===== src/rtl/exec_unit.sv =====
// ALU command responder: single-cycle arithmetic/logic/shift ops plus an
// iterative restoring divider, reporting completion with a one-cycle done pulse.
module exec_unit #(
  parameter int WIDTH = 32
) (
  input  logic             clk,
  input  logic             rstn,
  input  logic             start,
  input  logic [7:0]       alu_op,
  input  logic [WIDTH-1:0] a,
  input  logic [WIDTH-1:0] b,
  output logic [WIDTH-1:0] result,
  output logic [WIDTH-1:0] remainder,
  output logic             z,
  output logic             c,
  output logic             done,
  output logic             busy,
  output logic             illegal,
  output logic             dbg_state
);
  localparam int SHW = $clog2(WIDTH);

  // Handshake: a command is accepted when start=1 at a rising edge while busy=0;
  // each accepted command produces exactly one done pulse, and starts seen
  // while busy=1 are dropped without any side effect.
  typedef enum logic {S_IDLE = 1'b0, S_DIV = 1'b1} state_t;

  state_t           r_state;
  state_t           w_next;
  logic [SHW-1:0]   r_cnt;
  logic [WIDTH-1:0] r_quo;
  logic [WIDTH-1:0] r_rem;
  logic [WIDTH-1:0] r_dvs;

  logic             w_div_go;
  logic             w_last;
  logic [WIDTH:0]   w_trial;
  logic             w_qbit;
  logic [WIDTH-1:0] w_rem_nx;
  logic [WIDTH-1:0] w_quo_nx;

  logic [WIDTH-1:0]   w_res;
  logic               w_c;
  logic               w_legal;
  logic [WIDTH:0]     w_sum;
  logic [2*WIDTH-1:0] w_prod;
  logic [WIDTH:0]     w_shl;
  logic [WIDTH:0]     w_shr;
  logic [SHW-1:0]     w_n;

  assign busy      = (r_state == S_DIV);
  assign dbg_state = r_state;

  assign w_div_go = (r_state == S_IDLE) && start && (alu_op == 8'h04) && (b != '0);
  assign w_last   = (r_state == S_DIV) && (r_cnt == SHW'(WIDTH - 1));

  // One restoring step: shift in the next dividend bit, subtract if it fits.
  assign w_trial  = {r_rem, r_quo[WIDTH-1]} - {1'b0, r_dvs};
  assign w_qbit   = ~w_trial[WIDTH];
  assign w_rem_nx = w_qbit ? w_trial[WIDTH-1:0] : {r_rem[WIDTH-2:0], r_quo[WIDTH-1]};
  assign w_quo_nx = {r_quo[WIDTH-2:0], w_qbit};

  always_comb begin
    w_next = r_state;
    case (r_state)
      S_IDLE:  if (w_div_go) w_next = S_DIV;
      S_DIV:   if (w_last) w_next = S_IDLE;
      default: w_next = S_IDLE;
    endcase
  end

  always_ff @(posedge clk) begin
    if (!rstn) r_state <= S_IDLE;
    else       r_state <= w_next;
  end

  // Shift carries fall out of a one-bit-wider shifter: bit WIDTH for left,
  // bit 0 for right, both naturally zero when the amount is zero.
  always_comb begin
    w_n     = b[SHW-1:0];
    w_sum   = {1'b0, a} + {1'b0, b};
    w_prod  = {{WIDTH{1'b0}}, a} * {{WIDTH{1'b0}}, b};
    w_shl   = {1'b0, a} << w_n;
    w_shr   = {a, 1'b0} >> w_n;
    w_res   = '0;
    w_c     = 1'b0;
    w_legal = 1'b1;
    case (alu_op)
      8'h01: begin w_res = w_sum[WIDTH-1:0]; w_c = w_sum[WIDTH]; end
      8'h02: begin w_res = a - b; w_c = (a < b); end
      8'h03: begin w_res = w_prod[WIDTH-1:0]; w_c = |w_prod[2*WIDTH-1:WIDTH]; end
      8'h04: begin w_res = '1; w_c = 1'b1; end
      8'h05: w_res = ~a;
      8'h06: w_res = a | b;
      8'h07: w_res = a ^ b;
      8'h08: w_res = a & b;
      8'h09: begin w_res = w_shl[WIDTH-1:0]; w_c = w_shl[WIDTH]; end
      8'h0A: begin w_res = w_shr[WIDTH:1]; w_c = w_shr[0]; end
      default: w_legal = 1'b0;
    endcase
  end

  always_ff @(posedge clk) begin
    if (!rstn) begin
      result    <= '0;
      remainder <= '0;
      z         <= 1'b0;
      c         <= 1'b0;
      done      <= 1'b0;
      illegal   <= 1'b0;
      r_cnt     <= '0;
      r_quo     <= '0;
      r_rem     <= '0;
      r_dvs     <= '0;
    end else begin
      done    <= 1'b0;
      illegal <= 1'b0;
      if (r_state == S_IDLE && start) begin
        if (w_div_go) begin
          r_quo <= a;
          r_rem <= '0;
          r_dvs <= b;
          r_cnt <= '0;
        end else begin
          done <= 1'b1;
          if (!w_legal) begin
            illegal <= 1'b1;
          end else begin
            result <= w_res;
            z      <= (w_res == '0);
            c      <= w_c;
            // divide by zero reports the dividend as the remainder
            if (alu_op == 8'h04) remainder <= a;
          end
        end
      end else if (r_state == S_DIV) begin
        r_quo <= w_quo_nx;
        r_rem <= w_rem_nx;
        r_cnt <= r_cnt + 1'b1;
        if (w_last) begin
          result    <= w_quo_nx;
          remainder <= w_rem_nx;
          z         <= (w_quo_nx == '0);
          c         <= 1'b0;
          done      <= 1'b1;
        end
      end
    end
  end
endmodule


===== config.mk =====
export PLATFORM = sky130hd
export DESIGN_NAME = exec_unit
export DESIGN_NICKNAME = d
export VERILOG_FILES = /design/src/rtl/exec_unit.sv
export SDC_FILE = /design/constraint.sdc
export NUM_CORES = 2
export LEC_CHECK = 0
export ABC_AREA = 1
export CAP_MARGIN = 40
export CORE_ASPECT_RATIO = 0.7
export CORE_MARGIN = 2
export CORE_UTILIZATION = 65
export CTS_CLUSTER_SIZE = 14
export DETAILED_ROUTE_END_ITERATION = 16
export PLACE_DENSITY = 0.82
export SLEW_MARGIN = 15
export SYNTH_ARGS = -nofsm -noshare
export SYNTH_HDL_FRONTEND = slang
export SYNTH_SLANG_ARGS = --single-unit

===== constraint.sdc =====
create_clock -name clk -period 19.95 [get_ports clk]
set_input_delay 3.99 -clock clk [delete_from_list [all_inputs] [get_ports clk]]
set_output_delay 3.99 -clock clk [all_outputs]
set_load 0.005 [all_outputs]

# Word-level counts from Yosys, hierarchy flattened
# Index checks and enable logic that the tools add are counted.
# totals
ff_bits,170
in_bits,75
output_inout_bits,70
word_cells,100
# op_classes
n_addsub,4
mul,1
n_lt_le_gt_ge,1
eq_ne,15
shift,2
n_mux,42
n_bitwise,8
reduce_logical,16
# op_table
cell,count
32-bit two-way mux,18
32-bit one-hot mux with 10 select lines,1
32-bit logical NOT,2
32-bit by 32-bit multiplier with 64-bit output,1
32-bit by 32-bit adder with 33-bit output,1
32-bit by 5-bit left shift with 33-bit output,1
33-bit by 5-bit >> shifter with 33-bit output,1
33-bit by 32-bit subtractor with 33-bit output,1
32-bit AND,1
"8-bit by 3-bit == test with 1-bit output, second input constant",4
32-bit less-than comparator,1
32-bit NOT,1
32-bit bitwise OR,1
32-bit nonzero test,1
32-bit OR reduction,1
32-bit subtractor,1
32-bit bitwise XOR,1
"8-bit by 4-bit == test with 1-bit output, second input constant",3
1-bit two-way mux,18
"8-bit by 2-bit == test with 1-bit output, second input constant",2
5-bit two-way mux,3
10-bit OR reduction,1
"8-bit by 1-bit == test with 1-bit output, second input constant",1
"2-bit != test, second input constant",3
other kinds (12),20

# Longest topological paths before layout
# logic_depth
depth_word,6
mapped_depth,44
ltp_nobuf,41

# Worst setup path after synthesis
# No wires, ideal clock.
# synth_path
path_type,input-to-reg
from,in b[4]
to,reg z
setup_ns,0.070
t_arrival_ns,10.692
required_ns,19.880
path_slack_ns,9.188
stages,32
n_path_buf,3
cell_sequence,clkbuf_1 clkbuf_1 buf_1 nand2_1 inv_1 fa_1 fa_1 fa_1 inv_1 fa_1 inv_1 fa_1 fa_1 fa_1 fa_1 ha_1 nand2_1 inv_1 nand2_1 nand2_1 a21oi_1 nand3_1 or2_2 nand3_1 nand3_1 nor2_1 nand2_1 nor2_1 nand2_1 nor2_1 nand3_1 a21oi_1
# synth_via
elab_chain_len,6
elab_cells_between_ends,17
cone_classes,2 x add/sub; 1 x mul; 1 x eq/ne; 2 x shift; 4 x mux; 3 x bitwise; 4 x reduce/logical
# synth_lines
element,line,rtl
"start, declared",11,"input logic [WIDTH-1:0] b,"
32-bit by 32-bit multiplier with 64-bit output (tied with other cells),82,"w_prod = {{WIDTH{1'b0}}, a} * {{WIDTH{1'b0}}, b};"
32-bit one-hot mux with 10 select lines,88,case (alu_op)
32-bit logical NOT,130,z <= (w_res == '0);
1-bit two-way mux,126,if (!w_legal) begin
1-bit two-way mux,119,if (w_div_go) begin
1-bit two-way mux,118,if (r_state == S_IDLE && start) begin
"end signal, assigned",130,
"end signal, assigned",143,z <= (w_quo_nx == '0);
"end, declared",14,"output logic z,"
# Several ways; a longest one is shown, not always the timed one. The select of a mux whose other input is x is not followed.
# A chain may end at the register's enable or synchronous reset.

# Final worst setup path
# layout_path
from,in b[13]
to,reg c
# layout_via
elab_chain_len,6
elab_cells_between_ends,12
cone_classes,1 x add/sub; 1 x mul; 1 x order compare; 1 x eq/ne; 4 x mux; 4 x reduce/logical
# layout_lines
element,line,rtl
32-bit by 32-bit multiplier with 64-bit output,82,
32-bit OR reduction,91,8'h03: begin w_res = w_prod[WIDTH-1:0]; w_c = |w_prod[2*WIDTH-1:WIDTH]; end
1-bit one-hot mux with 6 select lines,88,
1-bit two-way mux,126,
1-bit two-way mux,119,
1-bit two-way mux,118,
"end signal, assigned",131,c <= w_c;
"end, declared",15,"output logic c,"
# Several ways; a longest one is shown, not always the timed one. The select of a mux whose other input is x is not followed.

==> impl_metrics.env <==
export IMPL_crit_required_ns=20.31
export IMPL_cp_end_kind="flip-flop"
export IMPL_min_from="r_quo[21]$_SDFFE_PN0P_"
export IMPL_row_count=88
export IMPL_synthTopCellsByArea="fa_1 (33%), nand2_1 (16%), inv_1 (13%)"
export IMPL_startpoint="b[13]"
export IMPL_coreArea_sq_um=82400
export IMPL_critPathMaxStageDelay_ns=0.56
export IMPL_dr_pass1_iters=13
export IMPL_syn_area_sq_um=54000
export IMPL_initial_core_util=0.656
export IMPL_dieHeight_um=245
export IMPL_routedWlPerCell_um=24.7
export IMPL_synth_cells=8087
export IMPL_drt_iter0_drc=8853
export IMPL_synth_seq_area_share=0.0630
export IMPL_fin_skew_ns=0.0336
export IMPL_r2r_start="r_quo[31]$_SDFFE_PN0P_"
export IMPL_crit_end="c$_SDFFE_PN0P_"
export IMPL_grt_usage=0.523
export IMPL_wl_um=223000
export IMPL_path_max_fanout=35
export IMPL_cts_buffers=25
export IMPL_grt_pass1_wl_um=333000
export IMPL_r2r_end="remainder[23]$_SDFFE_PN0P_"
export IMPL_synthMostInstantiatedCell="nand2_1"
export IMPL_cts_sinks=170
export IMPL_synth_seq_cells=170
export IMPL_reg2reg_depth=18
export IMPL_path_clk_slew_ns=0.06
export IMPL_hold_class="reg -> reg"
export IMPL_dpl_hpwl_um=175000
export IMPL_cp_start_kind="input port"
export IMPL_drc_errors=0
export IMPL_cap_violations=0
export IMPL_synth_warnings=0
export IMPL_yosys_area_top_type_share=0.333
export IMPL_fmax_mhz=82.3
export IMPL_worst_setup_path_type="in -> reg"
export IMPL_async_flop_share=0
export IMPL_final_layout_size_suffix_gt1_frac=0.0275
export IMPL_dieWidth_um=349
export IMPL_insertion_delay_ns=0.51
export IMPL_rsz0062_at_grt="no"
export IMPL_min_period_ns=12.15
export IMPL_reg2reg_slack_ns=15.95
export IMPL_ios=145
export IMPL_synthTopCellsByCount="nand2_1 (2343), inv_1 (1921), fa_1 (898)"
export IMPL_cts_resized=0
export IMPL_first_global_vias=55300
export IMPL_crit_arrival_ns=12.51
export IMPL_fin_tns_setup_ns=0
export IMPL_worst_slew_pin_slew_ns=0.993
export IMPL_cts_root_buf="clkbuf_16"
export IMPL_setup_viol=0
export IMPL_port_buffers=144
export IMPL_gp_congestion=1.20
export IMPL_h_tree_depth=4
export IMPL_hold_viol_final=0
export IMPL_cts_path_max_buffers=3
export IMPL_synth_edff_count=0
export IMPL_syn_avg_cell_area_sq_um=6.68
export IMPL_outcome="completed"
export IMPL_maxSlewHeadroom=0.335
export IMPL_crit_slowest_cell="fa_1"
export IMPL_cts_tree="built"
export IMPL_grt_start_max_net_pins=92
export IMPL_syn_nets=9456
export IMPL_post_cts_repair_setup_buffers=0
export IMPL_antenna_found_initial=5
export IMPL_fillers=6780
export IMPL_hold_buffers=0
export IMPL_synth_main_ff_cell="dfxtp_1"
export IMPL_yosysTopAreaCell="fa_1"
export IMPL_syn2layout_area_growth_pct=4.72
export IMPL_overflow=0
export IMPL_synthDistinctLibCells=53
export IMPL_post_route_period_util=0.609
export IMPL_fin_nets=9317
export IMPL_antenna_left=0
export IMPL_slew_violations=0
export IMPL_dieArea_sq_um=85500
export IMPL_num_vias=55900
export IMPL_routed_via_density=6.19
## area by class of cell
cell class | instances | area, sq um | share of cell area
antenna | 7 | 17.5 | 0.000310
clock buffer | 29 | 661 | 0.0117
clock inverter | 4 | 70.1 | 0.00124
inverter | 1933 | 7260 | 0.128
multi-input combinational | 5576 | 41700 | 0.738
sequential | 170 | 3400 | 0.0601
tap | 1080 | 1350 | 0.0239
timing repair buffer | 242 | 2090 | 0.0369
## metal layers
layer	share of wire	up-vias	track usage
met5	0.00089	-	0.0125
met4	0.061	10	0.250
met3	0.19	1082	0.252
met2	0.38	4984	0.695
met1	0.37	26000	0.708
li1	-	23800	-
## critical path: cells and delay by family
family	cells	cell delay, ns
adder cells (fa/ha/maj)	10	4.98
AND/OR/NAND/NOR	16	2.34
buffers and inverters	4	1.10
AO/OA/AOI/OAI	1	0.07
## through the flow
step | util | std cells | worst slack [ns] | hold WS [ns] | area [sq um]
after global routing | 0.687 | 9034 | 7.69 | 0.499 | 56600
after global placement | 0.677 | 8995 | 7.66 | 0.459 | 55700
final | 0.687 | 9041 | 7.80 | 0.474 | 56600
after CTS | 0.687 | 9033 | 8.11 | 0.470 | 56600
after floorplan | - | 8087 | 9.19 | 0.444 | 54000
after detailed placement | 0.678 | 9000 | 7.63 | 0.462 | 55800
## registers in the layout (all words and copies together) (netlist names)
signal,count
remainder,32
result,32
r_cnt,5
z,1
r_quo,32
r_dvs,32
illegal,1
r_rem,32
done,1
c,1
busy,1
## how the worst min path moves through the flow
stage / end / cells past startpoint
after global routing: r_quo[17]$_SDFFE_PN0P_ / 2
after global placement: r_quo[22]$_SDFFE_PN0P_ / 2
after detailed placement: r_quo[21]$_SDFFE_PN0P_ / 2
final: r_quo[21]$_SDFFE_PN0P_ / 2
after CTS: r_quo[22]$_SDFFE_PN0P_ / 2
after floorplan: r_quo[19]$_SDFFE_PN0P_ / 2
## logic make-up after synthesis
family	share of synthesized area
buffers and inverters	0.165
adder cells (fa/ha/maj)	0.424
XOR/XNOR	0.00551
AO/OA/AOI/OAI	0.0958
multiplexers	0.000370
flip-flops	0.0630
AND/OR/NAND/NOR	0.246
## placed cells by master, fill, tap and decap left out, types with 9 or more instances in the layout
| cell type | n |
|---|---|
| nor2_1 | 386 |
| o211ai_1 | 37 |
| o21a_1 | 9 |
| a21o_1 | 13 |
| nand3_1 | 398 |
| a21oi_1 | 349 |
| and2_1 | 9 |
| or2_2 | 27 |
| nand3b_1 | 14 |
| buf_2 | 29 |
| nor3_1 | 43 |
| nand2_1 | 2341 |
| inv_2 | 9 |
| nor4_1 | 11 |
| dfxtp_1 | 170 |
| clkbuf_16 | 25 |
| o22ai_1 | 10 |
| nand4_1 | 55 |
| ha_1 | 396 |
| clkdlybuf4s50_1 | 114 |
| inv_1 | 1920 |
| fa_1 | 898 |
| xnor2_1 | 19 |
| o21ai_1 | 17 |
| a31oi_1 | 71 |
| buf_4 | 95 |
| o21bai_1 | 23 |
| xor2_1 | 15 |
| o21ai_0 | 368 |
Power is not shown: default switching activity piles up to over one toggle a cycle in this logic, so the estimate is an artifact.
